### src/rtl/ifetch_pc_seq_if.sv
// ---------------------------------------------------------------------------
// ifetch_pc_seq_if
// Instruction-memory fetch bus between the IFETCH sequencer and imem.
//   imem_req    sequencer -> imem  fetch request (held until ack or reset)
//   imem_addr   sequencer -> imem  word fetch address
//   imem_ack    imem -> sequencer  imem_rdata valid this cycle; completes req
//   imem_rdata  imem -> sequencer  instruction word
// Modports: master = sequencer side, slave = memory side.
// ---------------------------------------------------------------------------
interface ifetch_pc_seq_if;
  logic        imem_req;
  logic [31:0] imem_addr;
  logic        imem_ack;
  logic [31:0] imem_rdata;

  modport master (output imem_req, output imem_addr,
                  input  imem_ack, input  imem_rdata);
  modport slave  (input  imem_req, input  imem_addr,
                  output imem_ack, output imem_rdata);
endinterface

### src/rtl/ifetch_pc_seq.sv
// ---------------------------------------------------------------------------
// ifetch_pc_seq
// MIPS IFETCH sequencer: owns the PC, issues word fetches over a req/ack
// bus, presents instructions to decode through a one-entry skid buffer and
// applies branch/jump redirects (no delay slot).
// Ports:
//   clk, rst                      clock, synchronous active-high reset
//   stall                         decode not accepting instr_out this cycle
//   branch_taken, branch_target   branch redirect strobe and destination
//   jump, jump_target             J/JAL redirect strobe and destination
//   bus (master)                  imem_req/imem_addr out, imem_ack/imem_rdata in
//   instr_out, instr_valid        instruction presented to decode
//   pc_out                        address of instr_out
//   pcplus4_out, pcplus4_hi       pc_out + 4 and its top nibble (jump targets)
//   misalign_err                  sticky: a redirect target was not word aligned
// ---------------------------------------------------------------------------
module ifetch_pc_seq #(
  parameter logic [31:0] RESET_PC = 32'h0000_0000
) (
  input  logic                   clk,
  input  logic                   rst,
  input  logic                   stall,
  input  logic                   branch_taken,
  input  logic [31:0]            branch_target,
  input  logic                   jump,
  input  logic [31:0]            jump_target,
  ifetch_pc_seq_if.master        bus,
  output logic [31:0]            instr_out,
  output logic                   instr_valid,
  output logic [31:0]            pc_out,
  output logic [31:0]            pcplus4_out,
  output logic [3:0]             pcplus4_hi,
  output logic                   misalign_err
);

  typedef enum logic [1:0] {S_IDLE, S_FETCH, S_HOLD} state_t;

  state_t      state;
  logic        req_q;
  logic [31:0] pc;
  logic        pend;
  logic [31:0] pend_pc;
  logic [31:0] skid;
  logic [31:0] skid_pc;

  logic        redir;
  logic [31:0] tgt_raw;
  logic [31:0] tgt;

  // Branch wins over jump when both strobe in the same cycle.
  // NOTE: every always_comb output gets a default first so no path can
  // leave it unassigned and infer a latch.
  always_comb begin
    redir   = branch_taken | jump;
    tgt_raw = jump_target;
    if (branch_taken) tgt_raw = branch_target;
    tgt     = {tgt_raw[31:2], 2'b00};
  end

  assign bus.imem_req  = req_q;
  assign bus.imem_addr = pc;
  assign pcplus4_out   = pc_out + 32'd4;
  assign pcplus4_hi    = pcplus4_out[31:28];

  // NOTE: all state uses non-blocking assignments so every register samples
  // pre-edge values; this also makes the trailing redirect override of
  // instr_valid below a clean "last assignment wins".
  always_ff @(posedge clk) begin
    if (rst) begin
      state        <= S_IDLE;
      req_q        <= 1'b0;
      pc           <= RESET_PC;
      pend         <= 1'b0;
      pend_pc      <= RESET_PC;
      skid         <= 32'h0;
      skid_pc      <= RESET_PC;
      instr_out    <= 32'h0;
      instr_valid  <= 1'b0;
      pc_out       <= RESET_PC;
      misalign_err <= 1'b0;
    end else begin
      if (redir && (tgt_raw[1:0] != 2'b00)) misalign_err <= 1'b1;

      unique case (state)
        S_IDLE: begin
          state <= S_FETCH;
          req_q <= 1'b1;
          if (redir) pc <= tgt;
        end

        S_FETCH: begin
          if (bus.imem_ack) begin
            if (redir || pend) begin
              // Wrong-path word: drop it and restart at the redirect target.
              pc   <= redir ? tgt : pend_pc;
              pend <= 1'b0;
              if (!stall) instr_valid <= 1'b0;
            end else if (!stall) begin
              instr_out   <= bus.imem_rdata;
              pc_out      <= pc;
              instr_valid <= 1'b1;
              pc          <= pc + 32'd4;
            end else begin
              // Decode still holds the previous word: park this one.
              skid    <= bus.imem_rdata;
              skid_pc <= pc;
              pc      <= pc + 32'd4;
              state   <= S_HOLD;
              req_q   <= 1'b0;
            end
          end else begin
            // pc stays put while the request is outstanding; a redirect is
            // remembered and applied once the in-flight word returns.
            if (redir) begin
              pend    <= 1'b1;
              pend_pc <= tgt;
            end
            if (!stall) instr_valid <= 1'b0;
          end
        end

        S_HOLD: begin
          if (redir) begin
            pc    <= tgt;
            pend  <= 1'b0;
            state <= S_FETCH;
            req_q <= 1'b1;
          end else if (!stall) begin
            instr_out   <= skid;
            pc_out      <= skid_pc;
            instr_valid <= 1'b1;
            state       <= S_FETCH;
            req_q       <= 1'b1;
          end
        end

        default: begin
          state <= S_IDLE;
          req_q <= 1'b0;
        end
      endcase

      // No delay slot: a redirect kills whatever decode would see next.
      if (redir) instr_valid <= 1'b0;
    end
  end

endmodule
### src/flat_wrapper.sv
// flat-port wrapper written by rule: the top's interface ports become plain ports
module ifetch_pc_seq_flat 
#(
  parameter logic [31:0] RESET_PC = 32'h0000_0000
)
  (clk, rst, stall, branch_taken, branch_target, jump, jump_target, instr_out, instr_valid, pc_out, pcplus4_out, pcplus4_hi, misalign_err, bus_imem_req, bus_imem_addr, bus_imem_ack, bus_imem_rdata);
  ifetch_pc_seq_if bus_i ();
  input  logic clk;
  input  logic rst;
  input  logic stall;
  input  logic branch_taken;
  input  logic [31:0] branch_target;
  input  logic jump;
  input  logic [31:0] jump_target;
  output logic [31:0] instr_out;
  output logic instr_valid;
  output logic [31:0] pc_out;
  output logic [31:0] pcplus4_out;
  output logic [3:0] pcplus4_hi;
  output logic misalign_err;
  output wire logic [$bits(bus_i.imem_req)-1:0] bus_imem_req;
  output wire logic [$bits(bus_i.imem_addr)-1:0] bus_imem_addr;
  input wire logic [$bits(bus_i.imem_ack)-1:0] bus_imem_ack;
  input wire logic [$bits(bus_i.imem_rdata)-1:0] bus_imem_rdata;
  assign bus_imem_req = bus_i.imem_req;
  assign bus_imem_addr = bus_i.imem_addr;
  assign bus_i.imem_ack = bus_imem_ack;
  assign bus_i.imem_rdata = bus_imem_rdata;
  ifetch_pc_seq #(.RESET_PC(RESET_PC)) u_core (.clk(clk), .rst(rst), .stall(stall), .branch_taken(branch_taken), .branch_target(branch_target), .jump(jump), .jump_target(jump_target), .bus(bus_i), .instr_out(instr_out), .instr_valid(instr_valid), .pc_out(pc_out), .pcplus4_out(pcplus4_out), .pcplus4_hi(pcplus4_hi), .misalign_err(misalign_err));
endmodule
### config.mk
export PLATFORM = sky130hd
export DESIGN_NAME = ifetch_pc_seq_flat
export DESIGN_NICKNAME = d
export VERILOG_FILES = /design/src/rtl/ifetch_pc_seq_if.sv /design/src/rtl/ifetch_pc_seq.sv /design/src/flat_wrapper.sv
export SDC_FILE = /design/constraint.sdc
export NUM_CORES = 1
export LEC_CHECK = 0
export CAP_MARGIN = 20
export CORE_MARGIN = 2
export CORE_UTILIZATION = 39
export DETAILED_ROUTE_END_ITERATION = 16
export PLACE_DENSITY = 0.68
export SYNTH_ARGS = -nofsm -noshare
export SYNTH_HDL_FRONTEND = slang
export SYNTH_SLANG_ARGS = --single-unit
### constraint.sdc
create_clock -name clk -period 2.53 [get_ports clk]
set_clock_uncertainty 0.1 [all_clocks]
set_input_delay 0.506 -clock clk [delete_from_list [all_inputs] [get_ports clk]]
set_output_delay 0.506 -clock clk [all_outputs]
set_load 0.03 [all_outputs]
==> results of run 1 <==
-- per-layer routing --
| layer | GRT usage (%) | up-vias | share of wire [%] |
|---|---|---|---|
| met4 | 7.59 | 0 | 2.2 |
| li1 | - | 4704 | - |
| met1 | 29.8 | 4288 | 46 |
| met2 | 33.7 | 335 | 45 |
| met5 | 0 | - | 0 |
| met3 | 2.59 | 40 | 5.9 |
-- per-stage QoR --
stage | cells | instance area, sq um
2_1_floorplan | 1175 | 9840
3_3_place_gp | 1719 | 12900
3_5_place_dp | 1719 | 12900
4_1_cts | 1753 | 13600
5_1_grt | 1765 | 13800
6_report | 1765 | 13800
-- registers in the layout, summed over array words and instances, names as in the netlist, named ones only --
register	flops
u_core.bus.imem_addr	32
u_core.instr_out	32
u_core.pc_out	32
u_core.pend_pc	32
u_core.skid	32
u_core.skid_pc	32
u_core.state	2
u_core.bus.imem_req	1
u_core.misalign_err	1
u_core.pend	1
-- critical path: cells and delay by family (launching register included) --
family	cells	cell delay (ps)
buf+inv	1	150
flops	1	340
xor+xnor	1	240
simple gates	4	1110
-- cells by family after synthesis --
logic type                 after synthesis
buffers and inverters                  126
muxes                                   94
and+or+nand+nor                        416
DFF                                    198
AOI/OAI and AO/OA                      306
adders and majority gates                6
xor gates and xnor gates                29
-- cell type report --
| class | count | area, sq um | share of cell area, % |
|---|---|---|---|
| clock buffers | 17 | 425 | 3.08 |
| clock inverters | 15 | 156 | 1.13 |
| inverters | 18 | 67.6 | 0.488 |
| multi-input cells | 851 | 5450 | 39.4 |
| flip-flops and latches | 198 | 4010 | 29.0 |
| well taps | 324 | 405 | 2.93 |
| repair buffers | 342 | 3320 | 24.0 |
-- worst max-delay path by stage --
stage | from | to | slack [ps] | depth (start not counted)
finish | u_core.pc_out[17] | pcplus4_out[29] | -360 | 6
global route | u_core.pc_out[19] | pcplus4_out[29] | -470 | 6
CTS | u_core.pc_out[17] | pcplus4_out[29] | -360 | 6
detailed placement | jump | u_core.pc_out[4] | -290 | 8
global placement | jump | u_core.bus.imem_addr[24] | -160 | 7
floorplan | u_core.pc_out[12] | pcplus4_out[29] | -150 | 6
-- power by group through the flow --
stage | clock (mW) | combinational [mW] | sequential [mW]
2_1_floorplan | 0 | 3.27 | 5.12
3_3_place_gp | 0 | 6.54 | 4.31
3_5_place_dp | 0 | 6.64 | 4.32
4_1_cts | 2.71 | 6.67 | 4.26
5_1_grt | 2.82 | 7.28 | 4.35
6_report | 2.65 | 6.76 | 4.27
-- placed cells by master, fill, tap and decap left out, types with 6 or more instances in the layout --
cell type and count:
sky130_fd_sc_hd__a211oi_1 105, sky130_fd_sc_hd__a21oi_1 113, sky130_fd_sc_hd__a31oi_1 12, sky130_fd_sc_hd__buf_12 13, sky130_fd_sc_hd__buf_4 100, sky130_fd_sc_hd__buf_6 21
sky130_fd_sc_hd__clkbuf_16 17, sky130_fd_sc_hd__clkdlybuf4s50_1 204, sky130_fd_sc_hd__dfxtp_1 180, sky130_fd_sc_hd__dfxtp_2 8, sky130_fd_sc_hd__dfxtp_4 10, sky130_fd_sc_hd__inv_1 18
sky130_fd_sc_hd__mux2i_1 93, sky130_fd_sc_hd__nand2_1 160, sky130_fd_sc_hd__nand2b_1 6, sky130_fd_sc_hd__nand3_1 31, sky130_fd_sc_hd__nand4_1 17, sky130_fd_sc_hd__nor2_1 130
sky130_fd_sc_hd__nor2_4 6, sky130_fd_sc_hd__nor3_1 7, sky130_fd_sc_hd__o21ai_0 25, sky130_fd_sc_hd__xnor2_1 9, sky130_fd_sc_hd__xnor2_2 8, sky130_fd_sc_hd__xor2_1 8
-- timing repair --
action                     CTS  global route
pin swaps                    3            12
hold buffers                 0             0
buffers inserted             2            13
cloned                       0             0
setup endpoints to repair   30            25
gates resized for setup     26            39
==> qor.log, run 1 <==
[synth] Simple-Gate Fraction of Synth Area 19.4%
[cells_and_area] number of inserted filler cells in the final layout 2,142
[cells_and_area] post-layout utilization of the core 56.9%
[clock_tree] TritonCTS sink count 198
[die] placement row count 57
[sta] number of slew-limit violations in the final report 0
[sta] final worst slack -358 ps
[global_routing] remaining global-route overflow 0
[sta] Final Hold Viols 0
[synth] most frequently used cell type in the post-synthesis netlist sky130_fd_sc_hd__dfxtp_1
[global_routing] total routing usage reported by global routing 21.2%
[critical_path] element type at the critical path start flop
[synth] total of flip-flops plus latches after synthesis 198
[min_path] worst hold start rst
[critical_path] Critical Path AT 2280 ps
[power] Gate power share 49.4%
[critical_path] count of cells along the worst register-to-register path 8
[synth] combined area of all synthesized cells 9640 sq um
[sta] final worst-path cycle share 114%
[power] sum of internal, switching and leakage power 13.7 mW
[critical_path] worst path cell trace nand4_1, or4_4, nor3_4, nand4_1, xnor2_4, buf_6
[die] die footprint 26,000 sq um
[power] areal power density over the cells 989 nW/um^2
[synth] main combinational cell family by area after synthesis compound AO/OA/AOI/OAI gates
[synth] Post-synth top flop sky130_fd_sc_hd__dfxtp_1
[synth] proportion of synthesized area in mux cells 9.78%
[sta] Setup Viol. Count Final 18
[synth] Synth area leader sky130_fd_sc_hd__dfxtp_1
[flow_run] max cap viols 0
[detailed_routing] aggregate routed wire length 28,300 microns
[sta] Max Clk Rate 346 MHz
[cells_and_area] fraction of final layout cells with drive strength greater than 1 16.3%
[synth] number of distinct library cells after synthesis 63
[detailed_routing] Avg Vias per Cell 5.31
[synth] Synth top cells by count sky130_fd_sc_hd__dfxtp_1, sky130_fd_sc_hd__nand2_1, sky130_fd_sc_hd__nor2_1
[critical_path] capturing element type of the critical path primary output
[clock_tree] insertion delay to the later sink of the worst-skew pair 440 ps
[power] reported leakage power 4.91 nW
[clock_tree] TritonCTS Buffers 17
[cells_and_area] synthesis-to-layout area growth 43.5%
[synth] EDFF count, synth 0
[detailed_routing] number of design rule violations left after detail routing 0
[critical_path] longest individual stage delay on the worst path 590 ps
[sta] Worst Max-Slew Pin Slew 806 ps
[die] # IOs 237
[global_routing] global-route wire length before repair 44,900 microns
[min_path] min-delay worst type in2reg
[synth] area fraction of the dominant cell type after synthesis 41.1%
[placed_design] count of buffers from port buffering 236
[power] part of the total power dissipated in the clock network 19.4%
[sta] Min Clock Period, post-route 2890 ps
[power] switching power share of the total 41.9%
[clock_tree] H-tree depth 4
[sta] unrepaired setup endpoints after global routing yes
[cells_and_area] final net count 1,536
[power] switching power summed over all nets 5.73 mW
[sta] Max-Slew Margin vs Limit 44.9%
[power] maximum vdd ir drop 679 uV
[synth] syn_nets 1,283
[global_routing] vias in the first global route 8,596
[die] die extent in y 161 microns
[synth] Post-Syn Instances 1,175
[die] Starting Density 39.6%
[outcome] status finished, violations left
[synth] async set-reset flop share out of synthesis 0%
[critical_path] Register-to-Register Setup Slack 140 ps
[detailed_routing] wire length per cell after detailed routing 16.0 microns
[die] Std-Cell Core Area 24,300 sq um
[critical_path] launch point of the worst reg-to-reg path u_core.state[0]
[detailed_routing] detailed router's first-iteration violation count 682
[synth] cells taking the most area after synthesis sky130_fd_sc_hd__dfxtp_1, sky130_fd_sc_hd__mux2i_1, sky130_fd_sc_hd__a211oi_1
[clock_tree] root buffer cell sky130_fd_sc_hd__clkbuf_16
[critical_path] highest-delay cell along the critical path sky130_fd_sc_hd__or4_4
[clock_tree] CTS tree built
[power] cell-internal power 7.95 mW
[placed_design] worst setup slack before clock tree synthesis -292 ps
[min_path] worst hold stages 2
[synth] xor and xnor fraction of the mapped netlist area 2.64%
[min_path] Hold Path Sink u_core.bus.imem_addr[2]
[global_routing] largest net degree at the start of global routing 103
[synth] compound-gate portion of the synthesized area 20.7%
[sta] Fin Hold WS 352 ps
[placed_design] weighted congestion at the end of routability-driven global placement 0.884
[critical_path] required time worst endpoint 1920 ps
[critical_path] critical path's most frequent cell sky130_fd_sc_hd__nand4_1
[die] die span in x 161 microns
[critical_path] reg2reg end u_core.bus.imem_addr[24]
[synth] adder and majority gate portion of the synthesized area 0.779%
[clock_tree] CTS max path bufs 2
[cells_and_area] diode count 0
[global_routing] number of antenna violations at the first check in global routing 0
[clock_tree] clock input transition at the sequential cells of the worst setup and hold paths 80 ps
[critical_path] crit path max fanout 3
[power] fraction of power consumed by sequential logic 31.2%
[synth] fraction of the yosys area taken by sequential cells 41.1%
[detailed_routing] via count of the routed design 9,367
[detailed_routing] Pre-antenna DRT Iters 7
[outcome] violated checks negative setup slack
[detailed_routing] DRT antenna net count 0
[placed_design] post-detail-place hpwl 20,500 microns
[synth] average cell area after synthesis 8.20 sq um
[critical_path] Worst Setup Path Type reg2out
[synth] Yosys warnings 0
[sta] Final TNS setup -4820 ps
Power figures use the tool's default switching activity.
==> run 2: changes to the inputs <==
--- a/config.mk
+++ b/config.mk
@@ -6,10 +6,14 @@
 export NUM_CORES = 1
 export LEC_CHECK = 0
 export CAP_MARGIN = 20
+export CELL_PAD_IN_SITES_DETAIL_PLACEMENT = 1
+export CELL_PAD_IN_SITES_GLOBAL_PLACEMENT = 1
 export CORE_MARGIN = 2
-export CORE_UTILIZATION = 39
+export CORE_UTILIZATION = 33
+export CTS_CLUSTER_DIAMETER = 60
 export DETAILED_ROUTE_END_ITERATION = 16
-export PLACE_DENSITY = 0.68
+export HOLD_SLACK_MARGIN = 0.08
+export PLACE_DENSITY_LB_ADDON = 0.1
 export SYNTH_ARGS = -nofsm -noshare
 export SYNTH_HDL_FRONTEND = slang
 export SYNTH_SLANG_ARGS = --single-unit
==> run 2 against run 1 <==
Against the previous run:
- the run still ends with negative setup slack left
- first-iteration DRC count fell by 25%
- hold slack got worse by 96 ps
- non-clock buffer count grew 31
- critical path depth unchanged
- via count up 2.0%
- power rose by 3.9%
- final cell count rose by 5.2%
- sequential share of layout area decreased by 0.67 points
- critical endpoint unchanged
- highest routed layer unchanged
==> qor.log, run 2 (synthesized netlist as in run 1, its figures left out) <==
[die] placement row count 62
[sta] Worst Max-Slew Pin Slew 563 ps
[detailed_routing] detailed router's first-iteration violation count 510
[sta] number of slew-limit violations in the final report 0
[sta] Max Clk Rate 342 MHz
[power] reported leakage power 5.10 nW
[min_path] min-delay worst type in2reg
[cells_and_area] synthesis-to-layout area growth 46.7%
[critical_path] worst path cell trace nand4_1, or4_4, nor3_4, nand4_1, xnor2_4, buf_6
[critical_path] longest individual stage delay on the worst path 580 ps
[die] die extent in y 175 microns
[detailed_routing] number of design rule violations left after detail routing 0
[cells_and_area] most common cell after layout, fill and taps aside sky130_fd_sc_hd__clkdlybuf4s50_1
[critical_path] worst path bufs/invs 1
[global_routing] GR Util met3 3.48%
[clock_tree] TritonCTS sink count 198
[global_routing] layer with the highest usage after global routing met2
[die] Std-Cell Core Area 28,700 sq um
[critical_path] highest-delay cell along the critical path sky130_fd_sc_hd__or4_4
[global_routing] global-route wire length before repair 50,900 microns
[flow_run] max cap viols 0
[sta] Setup Viol. Count Final 22
[global_routing] number of antenna violations at the first check in global routing 0
[outcome] status finished, violations left
[cells_and_area] diode count 0
[die] Starting Density 33.6%
[clock_tree] root buffer cell sky130_fd_sc_hd__clkbuf_16
[die] die footprint 30,600 sq um
[detailed_routing] Pre-antenna DRT Iters 5
[cells_and_area] final net count 1,567
[clock_tree] CTS max path bufs 2
[placed_design] count of buffers from port buffering 236
[die] # IOs 237
[cells_and_area] leading cell types in the layout, fill and taps excluded sky130_fd_sc_hd__clkdlybuf4s50_1, sky130_fd_sc_hd__dfxtp_1, sky130_fd_sc_hd__nand2_1
[clock_tree] CTS tree built
[power] areal power density over the cells 1000 nW/um^2
[global_routing] vias in the first global route 9,314
[clock_tree] H-tree depth 4
[global_routing] total routing usage reported by global routing 20.7%
[sta] Final Hold Viols 0
[sta] Final TNS setup -5170 ps
[critical_path] Critical Path AT 2320 ps
[global_routing] met2 Resource Use GR 33.5%
[die] die span in x 175 microns
[critical_path] element type at the critical path start flop
[detailed_routing] Avg Vias per Cell 5.15
[sta] unrepaired setup endpoints after global routing yes
[critical_path] required time worst endpoint 1920 ps
[clock_tree] clock input transition at the sequential cells of the worst setup and hold paths 80 ps
[sta] Max-Slew Margin vs Limit 61.5%
[sta] Min Clock Period, post-route 2930 ps
[detailed_routing] aggregate routed wire length 31,900 microns
[cells_and_area] post-layout utilization of the core 49.3%
[clock_tree] TritonCTS Buffers 17
[critical_path] top cell family by delay on the critical path simple AND/OR/NAND/NOR gates
[detailed_routing] DRT antenna net count 0
[critical_path] crit path max fanout 3
[cells_and_area] fraction of final layout cells with drive strength greater than 1 18.6%
[critical_path] Worst Setup Path Type reg2out
[detailed_routing] via count of the routed design 9,558
[cells_and_area] Non-Filler Cell Area, Final 14,100 sq um
[cells_and_area] number of inserted filler cells in the final layout 3,326
[sta] final worst-path cycle share 116%
[outcome] violated checks negative setup slack
[critical_path] capturing element type of the critical path primary output
[placed_design] weighted congestion at the end of routability-driven global placement 0.800
[power] sum of internal, switching and leakage power 14.2 mW
[sta] final worst slack -397 ps
[power] maximum vdd ir drop 450 uV
[clock_tree] insertion delay to the later sink of the worst-skew pair 440 ps
[global_routing] remaining global-route overflow 0
[placed_design] Placed Instance Area 13,200 sq um
[placed_design] post-detail-place hpwl 23,500 microns
[global_routing] largest net degree at the start of global routing 110
[global_routing] Global Route met1 Usage 29.0%
[critical_path] critical path's most frequent cell sky130_fd_sc_hd__nand4_1
[detailed_routing] wire length per cell after detailed routing 17.2 microns
==> run 2: path summary, 6_finish.rpt <==
path | start | end | slack, ps | cells after the start
hold / removal | rst | u_core.pend_pc[23] | 260 | 2
setup / recovery | u_core.pc_out[14] | pcplus4_out[29] | -400 | 6
setup reg to reg | u_core.state[1] | u_core.bus.imem_addr[26] | 90 | 8
hold reg to reg | u_core.skid_pc[23] | u_core.skid_pc[23] | 360 | 2
==> run 2: layer usage <==
layer  routed length (microns)  vias to the layer above
met2                     15100                      199
met5                         0                        -
met1                     15400                     4592
met3                      1260                       11
li1                          -                     4756
met4                       203                        0
==> run 2: final cells by class <==
class / instances / area [sq um] / area share (%)
clock buffers: 17 / 425 / 3.01
clock inverters: 15 / 183 / 1.29
inverters: 18 / 67.6 / 0.478
multi-input cells: 851 / 5450 / 38.6
flip-flops and latches: 198 / 4010 / 28.3
well taps: 384 / 480 / 3.40
repair buffers: 373 / 3520 / 24.9
==> run 2: power breakdown <==
| group | switching, mW | total (mW) | internal (mW) |
|---|---|---|---|
| sequential | 0.536 | 4.27 | 3.73 |
| clock | 1.42 | 2.77 | 1.35 |
| combinational | 4.03 | 7.17 | 3.14 |
| total | 5.98 | 14.2 | 8.23 |
==> run 2: metrics by stage <==
step / setup slack [ps] / hold WS (ps) / cells
after floorplan: -146 / 336 / 1175
after CTS: -412 / 230 / 1843
after detailed placement: -282 / 349 / 1806
after global placement: -255 / 341 / 1806
final: -397 / 256 / 1856
after global routing: -509 / 234 / 1856
==> run 2: repair_timing <==
item	4_1_cts	5_1_grt
buffers inserted	14	18
setup endpoints to repair	30	34
pin swaps	16	18
hold buffers	0	0
resized for setup	44	31
==> run 3: changes to the inputs <==
--- a/config.mk
+++ b/config.mk
@@ -8,6 +8,7 @@
 export CAP_MARGIN = 20
 export CELL_PAD_IN_SITES_DETAIL_PLACEMENT = 1
 export CELL_PAD_IN_SITES_GLOBAL_PLACEMENT = 1
+export CORE_ASPECT_RATIO = 0.75
 export CORE_MARGIN = 2
 export CORE_UTILIZATION = 33
 export CTS_CLUSTER_DIAMETER = 60
==> run 3 against run 2 <==
Against the previous run:
- the flow still finishes with violations (negative setup slack)
- setup slack lost 11 ps
- hold slack improved by 67 ps
- via count increased by 0.60%
- final cell count is essentially flat
- register-to-register slack better by 80 ps
- clock-buffer cell count increased by 4
- power shrank 0.66%
- non-clock buffer count down 9
- clock power is essentially flat
- largest cell class unchanged
==> qor.log, run 3 (synthesized netlist as in run 1, its figures left out) <==
[cells_and_area] synthesis-to-layout area growth 46.9%
[cells_and_area] final net count 1,558
[cells_and_area] area taken by flip-flops and latches 4010 sq um
[critical_path] highest-delay cell along the critical path sky130_fd_sc_hd__or4_4
[clock_tree] TritonCTS sink count 198
[critical_path] required time worst endpoint 1920 ps
[global_routing] remaining global-route overflow 0
[clock_tree] H-tree depth 4
[critical_path] element type at the critical path start flop
[die] placement row count 54
[critical_path] top cell family by delay on the critical path simple AND/OR/NAND/NOR gates
[detailed_routing] wire length per cell after detailed routing 18.3 microns
[die] die extent in y 152 microns
[detailed_routing] number of design rule violations left after detail routing 0
[power] maximum vdd ir drop 531 uV
[clock_tree] TritonCTS Buffers 17
[cells_and_area] leading cell types in the layout, fill and taps excluded sky130_fd_sc_hd__clkdlybuf4s50_1, sky130_fd_sc_hd__dfxtp_1, sky130_fd_sc_hd__nand2_1
[critical_path] critical path's most frequent cell sky130_fd_sc_hd__nand4_1
[sta] Max Clk Rate 340 MHz
[sta] number of slew-limit violations in the final report 0
[clock_tree] CTS tree built
[die] Starting Density 33.3%
[detailed_routing] Pre-antenna DRT Iters 5
[clock_tree] clock input transition at the sequential cells of the worst setup and hold paths 80 ps
[detailed_routing] via count of the routed design 9,615
[die] Std-Cell Core Area 28,900 sq um
[sta] Min Clock Period, post-route 2940 ps
[die] die footprint 30,600 sq um
[sta] Worst Max-Slew Pin Slew 619 ps
[detailed_routing] aggregate routed wire length 33,900 microns
[cells_and_area] number of inserted filler cells in the final layout 3,393
[cells_and_area] fraction of final layout cells with drive strength greater than 1 18.2%
[min_path] worst hold start rst
[cells_and_area] Non-Filler Cell Area, Final 14,200 sq um
[die] die span in x 201 microns
[clock_tree] CTS max path bufs 2
[detailed_routing] DRT antenna net count 0
[placed_design] Placed Instance Area 13,100 sq um
[clock_tree] root buffer cell sky130_fd_sc_hd__clkbuf_16
[clock_tree] hold buffer count at CTS 0
[cells_and_area] area taken by multi-input logic gates 5510 sq um
[critical_path] Critical Path AT 2330 ps
[sta] final worst-path cycle share 116%
[critical_path] Worst Setup Path Type reg2out
[critical_path] start point of the critical path u_core.pc_out[12]
[sta] Final Hold Viols 0
[power] reported leakage power 5.06 nW
[flow_run] max cap viols 0
[critical_path] count of cells along the worst register-to-register path 8
[outcome] status finished, violations left
[critical_path] launch point of the worst reg-to-reg path u_core.state[1]
[sta] Setup Viol. Count Final 20
[critical_path] worst path bufs/invs 1
[sta] Max-Slew Margin vs Limit 58.8%
[cells_and_area] most common cell after layout, fill and taps aside sky130_fd_sc_hd__clkdlybuf4s50_1
[placed_design] post-detail-place hpwl 24,300 microns
[global_routing] largest net degree at the start of global routing 131
[detailed_routing] detailed router's first-iteration violation count 490
[clock_tree] insertion delay to the later sink of the worst-skew pair 440 ps
[global_routing] number of antenna violations at the first check in global routing 0
[placed_design] count of buffers from port buffering 236
[die] # IOs 237
[critical_path] Register-to-Register Setup Slack 170 ps
[global_routing] total routing usage reported by global routing 21.8%
[min_path] Hold Path Sink u_core.bus.imem_addr[12]
[outcome] violated checks negative setup slack
[sta] Final TNS setup -5550 ps
[power] areal power density over the cells 997 nW/um^2
[critical_path] capturing element type of the critical path primary output
[cells_and_area] diode count 0
[placed_design] weighted congestion at the end of routability-driven global placement 0.789
[global_routing] global-route wire length before repair 54,000 microns
[sta] final worst slack -408 ps
[sta] unrepaired setup endpoints after global routing yes
[critical_path] reg2reg end u_core.bus.imem_addr[10]
[min_path] min-delay worst type in2reg
[critical_path] longest individual stage delay on the worst path 570 ps
[critical_path] worst path cell trace nand4_1, or4_4, nor2_4, nand4_1, xnor2_4, buf_6
[min_path] worst hold stages 2
[critical_path] crit path max fanout 3
[detailed_routing] Avg Vias per Cell 5.18
[global_routing] vias in the first global route 9,617
-- run 3: changes by cell type in the layout (fill, tap and decap cells not counted), sizes merged --
cell           before  now
inv                26   20
clkinvlp            0    3
buf               167  157
bufinv              0    2
clkinv              7    4
clkdlybuf4s15       1    2
clkbuf             18   22
-- run 3: metal layers --
layer	GRT usage (%)	vias up	part of all wire, %
li1	-	4743	-
met1	32.2	4631	50
met2	33.4	224	44
met3	3.60	17	4.6
met4	4.24	0	0.81
met5	0	-	0
-- run 3: area by class of cell --
type | count | area share [%]
timing repair buffer | 364 | 24.7
multi-input combinational | 851 | 38.9
clock inverter | 11 | 0.893
clock buffer | 21 | 3.18
tap | 392 | 3.47
inverter | 18 | 0.477
sequential | 198 | 28.3
-- run 3: report_power, final --
| part | total (mW) | internal [mW] | switching, mW | leakage [nW] |
|---|---|---|---|---|
| Clock | 2.75 | 1.49 | 1.25 | 0.275 |
| Sequential | 4.31 | 3.74 | 0.575 | 1.63 |
| Combinational | 7.06 | 3.00 | 4.06 | 3.16 |
-- run 3: how the worst max path moves through the flow --
stage | to | depth (start not counted) | slack [ps]
2_1_floorplan | pcplus4_out[29] | 6 | -150
3_3_place_gp | u_core.bus.imem_addr[26] | 7 | -380
3_5_place_dp | u_core.bus.imem_addr[26] | 7 | -410
4_1_cts | pcplus4_hi[1] | 6 | -390
5_1_grt | pcplus4_hi[1] | 6 | -500
6_report | pcplus4_out[28] | 6 | -410
-- run 3: what timing repair did --
| action | CTS | global route |
|---|---|---|
| setup buffers | 13 | 11 |
| gates resized for setup | 53 | 38 |
| setup endpoints to repair | 31 | 37 |
| pin swaps | 18 | 25 |
-- run 3: through the flow --
stage | cells | utilization, % | hold slack (ps) | worst slack [ps] | power [mW]
floorplan | 1175 | - | 336 | -146 | 8.40
global placement | 1803 | 45.3 | 341 | -376 | 11.1
detailed placement | 1803 | 45.3 | 349 | -412 | 11.3
CTS | 1846 | 48.2 | 296 | -388 | 14.1
global route | 1855 | 48.9 | 319 | -496 | 15.0
finish | 1855 | 48.9 | 323 | -408 | 14.1
